$ cat config.mk
export PLATFORM = sky130hd
export DESIGN_NAME = ball_motion
export DESIGN_NICKNAME = d
export VERILOG_FILES = /design/src/rtl/video_pkg.sv /design/src/rtl/ball_axis.sv /design/src/rtl/ball_motion.sv
export SDC_FILE = /design/constraint.sdc
export NUM_CORES = 1
export LEC_CHECK = 0
export CORE_ASPECT_RATIO = 2
export CORE_MARGIN = 2
export CORE_UTILIZATION = 45
export CTS_BUF_LIST = sky130_fd_sc_hd__clkbuf_4
export CTS_CLUSTER_DIAMETER = 50
export DETAILED_ROUTE_END_ITERATION = 10
export DONT_BUFFER_PORTS = 1
export PLACE_DENSITY = 0.63
export SLEW_MARGIN = 10
export SYNTH_ARGS = -nofsm -noshare
export SYNTH_HDL_FRONTEND = slang
export SYNTH_SLANG_ARGS = --single-unit
$ cat constraint.sdc
create_clock -name i_clk -period 2.9 [get_ports i_clk]
set_clock_uncertainty 0.15 [all_clocks]
set_input_delay 0.58 -clock i_clk [delete_from_list [all_inputs] [get_ports i_clk]]
set_output_delay 0.58 -clock i_clk [all_outputs]
set_load 0.03 [all_outputs]
$ cat src/rtl/video_pkg.sv
// Shared video timing defaults and ball-motion FSM encoding.
// Used by the ball position controller and its per-axis datapath.
package video_pkg;

  localparam int SCREEN_W_DEF = 640;
  localparam int SCREEN_H_DEF = 480;
  localparam int COORD_W      = 10;

  typedef enum logic [1:0] {
    IDLE,
    MOVE_X,
    MOVE_Y
  } motion_state_e;

endpackage

$ cat src/rtl/ball_axis.sv
// One axis of ball motion: position, direction and wall-hit pulse.
// Reflects off 0 and MAX; the sum is one bit wider so it cannot wrap.
module ball_axis
  import video_pkg::*;
#(
  parameter int MAX   = 632,
  parameter int SPEED = 2,
  parameter int INIT  = 128
) (
  input  logic               clk,
  input  logic               rst_n,
  input  logic               step,
  input  logic               serve,
  output logic [COORD_W-1:0] pos,
  output logic               dir,
  output logic               hit
);

  localparam logic [COORD_W:0]   MAX_W  = (COORD_W+1)'(MAX);
  localparam logic [COORD_W:0]   SPD_W  = (COORD_W+1)'(SPEED);
  localparam logic [COORD_W-1:0] MAX_C  = COORD_W'(MAX);
  localparam logic [COORD_W-1:0] SPD_C  = COORD_W'(SPEED);
  localparam logic [COORD_W-1:0] INIT_C = COORD_W'(INIT);

  logic [COORD_W:0] pos_w;
  logic [COORD_W:0] sum;

  assign pos_w = {1'b0, pos};
  assign sum   = pos_w + SPD_W;

  // Step the position once per strobe, bouncing at either wall
  always_ff @(posedge clk or negedge rst_n) begin
    if (!rst_n) begin
      pos <= INIT_C;
      dir <= 1'b0;
      hit <= 1'b0;
    end else begin
      hit <= 1'b0;
      if (serve) begin
        pos <= INIT_C;
        dir <= 1'b0;
      end else if (step) begin
        if (!dir) begin
          if (sum >= MAX_W) begin
            pos <= MAX_C;
            dir <= 1'b1;
            hit <= 1'b1;
          end else begin
            pos <= sum[COORD_W-1:0];
          end
        end else begin
          if (pos_w <= SPD_W) begin
            pos <= '0;
            dir <= 1'b0;
            hit <= 1'b1;
          end else begin
            pos <= pos - SPD_C;
          end
        end
      end
    end
  end

endmodule

$ cat src/rtl/ball_motion.sv
// Frame-rate ball position controller: vsync edge detect plus a
// three-state sequencer that steps x then y once per frame.
module ball_motion
  import video_pkg::*;
#(
  parameter int SCREEN_W  = SCREEN_W_DEF,
  parameter int SCREEN_H  = SCREEN_H_DEF,
  parameter int BALL_SIZE = 8,
  parameter int INIT_X    = 128,
  parameter int INIT_Y    = 128,
  parameter int SPEED_X   = 2,
  parameter int SPEED_Y   = 2
) (
  input  logic               i_clk,
  input  logic               i_rst_n,
  input  logic               i_vsync,
  input  logic               i_enable,
  input  logic               i_serve,
  output logic [COORD_W-1:0] o_ball_x,
  output logic [COORD_W-1:0] o_ball_y,
  output logic               o_hit_h,
  output logic               o_hit_v,
  output logic               o_frame_done
);

  motion_state_e state;
  motion_state_e state_nx;
  logic          r_vsync_d;
  logic          tick;
  logic          step_x;
  logic          step_y;
  logic          done_nx;

  assign tick = i_vsync & ~r_vsync_d & i_enable;

  // State register, vsync delay and registered frame-done pulse
  always_ff @(posedge i_clk or negedge i_rst_n) begin
    if (!i_rst_n) begin
      state        <= IDLE;
      r_vsync_d    <= 1'b0;
      o_frame_done <= 1'b0;
    end else begin
      state        <= state_nx;
      r_vsync_d    <= i_vsync;
      o_frame_done <= done_nx;
    end
  end

  // Next state and per-axis step strobes; serve aborts any update
  always_comb begin
    state_nx = state;
    done_nx  = 1'b0;
    step_x   = 1'b0;
    step_y   = 1'b0;
    if (i_serve) begin
      state_nx = IDLE;
    end else begin
      unique case (state)
        IDLE: begin
          if (tick) state_nx = MOVE_X;
        end
        MOVE_X: begin
          step_x   = 1'b1;
          state_nx = MOVE_Y;
        end
        MOVE_Y: begin
          step_y   = 1'b1;
          done_nx  = 1'b1;
          state_nx = IDLE;
        end
        default: state_nx = IDLE;
      endcase
    end
  end

  ball_axis #(
    .MAX  (SCREEN_W - BALL_SIZE),
    .SPEED(SPEED_X),
    .INIT (INIT_X)
  ) u_axis_x (
    .clk  (i_clk),
    .rst_n(i_rst_n),
    .step (step_x),
    .serve(i_serve),
    .pos  (o_ball_x),
    .dir  (),
    .hit  (o_hit_h)
  );

  ball_axis #(
    .MAX  (SCREEN_H - BALL_SIZE),
    .SPEED(SPEED_Y),
    .INIT (INIT_Y)
  ) u_axis_y (
    .clk  (i_clk),
    .rst_n(i_rst_n),
    .step (step_y),
    .serve(i_serve),
    .pos  (o_ball_y),
    .dir  (),
    .hit  (o_hit_v)
  );

endmodule

==> metrics.md <==
| Metric | Value |
|---|---|
| Yosys warns | `0` |
| Sequential area share after synthesis | `30.8%` |
| Final routed DRC violation total | `0` |
| Num ports | `28` |
| Setup TNS | `0 ns` |
| Vias in the first global route | `2079` |
| VDD IR-drop max | `0.188 mV` |
| Worst hold path class | `in -> reg` |
| Total die area | `0.00531 mm²` |
| Clock transition at path regs | `0.15 ns` |
| Final Setup Violations | `0` |
| Share of the synthesized area in the top cell type | `28.3%` |
| Worst slack, placed | `0.404 ns` |
| Area contributors post-synth | `dfrtp_1 (28%), nand2_1 (3.7%), ha_1 (3.5%)` |
| Initial core utilization | `46.5%` |
| Final total power | `719 µW` |
| Startpoint Class | `flip-flop` |
| DP Wirelength | `4820 µm` |
| Share of post-route cells with drive strength above 1 | `14.4%` |
| Remaining antenna violation count | `0` |
| R2R Setup Slk | `0.38 ns` |
| Die Wd | `52.5 µm` |
| Largest net degree at the start of global routing | `27` |
| CTS tree | `built` |
| TritonRoute pass-1 iters | `4` |
| Pins Over Slew Limit | `0` |
| CTS H-Tree Depth | `1` |
| Crit path arrival time | `2.59 ns` |
| Routability Congestion | `0.856` |
| Clock sink count | `26` |
| Antenna violations before repair | `0` |
| Ant diodes | `0` |
| Worst setup startpoint | `u_axis_x.pos[2]` |
| CP max FO | `9` |
| EDFF count, synth | `0` |
| Netlist cell types | `69` |
| Leakage | `0.930 nW` |
| Synth area leader | `dfrtp_1` |
| Placed Cells | `320` |
| Drt wl/cell | `19.1 µm` |
| Hold path start | `i_vsync` |
| MaxCap Viol Count | `0` |
| Row cnt | `35` |
| RSZ-0062 raised after global routing | `false` |
| Clock root buffer | `clkbuf_4` |
| Cell count after synthesis | `262` |
| Drt via density | `6.39` |
| Final period util | `86.9%` |
| Type of the worst setup path | `reg -> reg` |
| CTS Buf Count | `3` |
| Die height | `101 µm` |
| Slew @ Worst Pin | `0.699 ns` |
| Max Clk Rate | `0.397 GHz` |
| Clk_lat worst skew | `0.33 ns` |
| Non-Filler Instances | `326` |
| Synthesized area per cell | `8.09 µm²` |
| Seq cells post-synth | `26` |
| Synth-to-Final Area Change | `8.80%` |
| CP Cell Sequence | `inv_1 > ha_1 > or4b_2 > nor4_1 > o211ai_1 > a32o_1` |
| Mapped Area | `0.00212 mm²` |
| Fraction of registers with async set/reset | `100%` |
| Worst r2r src | `u_axis_x.pos[2]` |
| Net total in the final layout | `283` |
| Relative slew slack | `53.4%` |
| Status | `finished, final reports clean` |
| Crit. End Element | `flip-flop` |
| First-pass GRT wire length | `9940 µm` |
| Required time of the worst setup path | `2.97 ns` |
| Total GRT Usage | `25.1%` |
| Clock buffer depth | `2` |
| Post-CTS setup buffers | `0` |
| Pwr/cell area | `312 mW/mm²` |
| Core footprint | `0.00455 mm²` |
| Slowest CP cell | `or4b_2` |
| Hold Fails Final Rpt | `0` |
| Max incr delay on CP | `0.63 ns` |
| Main synth FF type | `dfrtp_1` |
| Iter 0 DRT Violations | `55` |
| Cts repair resizes | `0` |
| Min Tclk post-route | `2.52 ns` |
| Worst setup margin | `0.381 ns` |
| IO Port Bufs | `0` |
| WL final | `6240 µm` |
| Grt total ovfl | `0` |
| Vias | `2083` |
-- where the power goes --
group | internal, mW | switching [mW] | leakage, nW
registers | 0.371 | 0.0136 | 0.353
clock network | 0.0504 | 0.112 | 0.0154
logic | 0.0647 | 0.107 | 0.562
total | 0.486 | 0.232 | 0.930
-- sequential cells by signal, indices dropped and copies added (netlist names) --
signal / cells
u_axis_y.dir: 1
o_frame_done: 1
u_axis_y.hit: 1
state: 2
u_axis_x.hit: 1
u_axis_x.dir: 1
r_vsync_d: 1
u_axis_x.pos: 9
u_axis_y.pos: 9
-- cells in the final DEF (no fill, tap or decap), types with 4 or more instances in the layout --
cell type / count
nor2b_1: 4
and3_1: 4
o31ai_1: 4
xnor2_1: 6
o21ai_0: 15
nand2_1: 21
ha_1: 6
nor4_1: 5
buf_4: 21
a21oi_1: 12
inv_1: 18
nor3_1: 14
nand3_1: 14
nor2_1: 19
dfrtp_1: 24
o211ai_1: 6
-- cell families after synthesis --
group                      after synthesis  share of synthesized area, %
muxes                                    1                         0.531
adders and majority gates                6                          3.54
other                                    1                         0.177
AOI/OAI and AO/OA                       82                          27.9
and+or+nand+nor                        100                          25.4
xor gates and xnor gates                 9                          3.72
DFF                                     26                          30.8
buffers and inverters                   37                          7.91
-- per-stage QoR --
step / hold slack, ns / utilization (%) / instance area (µm²)
6_report: 0.121 / 50.6 / 2310
2_1_floorplan: 0.134 / - / 2120
3_3_place_gp: 0.135 / 49.4 / 2250
4_1_cts: 0.108 / 50.6 / 2310
3_5_place_dp: 0.135 / 49.4 / 2250
5_1_grt: 0.0930 / 50.6 / 2310
-- Yosys cell counts (all sizes together) (3+ instances only) --
cell type and n:
xor2 3, nor2b 4, o22ai 3, o21ai 16
o211ai 6, a21oi 13, a21o 3, ha 6
xnor2 6, nor4b 3, buf 9, nor3 14
o31ai 4, clkbuf 10, and3 5, o21a 3
nor2 19, dfrtp 24, a211oi 3, nor4 5
inv 18, o311ai 3, nand2 21, nand4 3
nand3 14
-- critical path, delay by kind of cell (launching register included) --
family | cells | cell delay (ns)
compound gates | 2 | 0.40
fa+ha+maj | 1 | 0.20
buf+inv | 1 | 0.15
flops | 1 | 0.60
simple gates | 2 | 0.91
-- layout make-up --
class / instances / area [µm²]
Clock buffer: 3 / 22.5
Clock inverter: 1 / 3.75
Fill cell: 475 / 2250
Inverter: 18 / 67.6
Multi-Input combinational cell: 200 / 1300
Sequential cell: 26 / 653
Tap cell: 55 / 68.8
Timing Repair Buffer: 23 / 188
-- layer usage --
metal,track usage [%],vias up,share of wire (%)
met1,24.5,984,35
li1,-,990,-
met3,2.97,32,3.4
met4,17.4,0,6.4
met2,46.1,77,55
met5,0,-,0
-- timing repair --
item / CTS / global route
hold buffers: 2 / 0
hold endpoints to repair: 26 / 0
endpoints found under the setup margin: 0 / 0
-- path summary, 6_finish.rpt --
kind                                         to  cells after the start
worst max-delay path            u_axis_x.pos[9]                      6
worst min-delay path                  r_vsync_d                      0
worst max register to register  u_axis_x.pos[9]                      6
worst min register to register         state[0]                      1
max in group asynchronous       u_axis_x.pos[7]                      2
min in group asynchronous          u_axis_y.dir                      2
(Power assumes the default switching activity.)
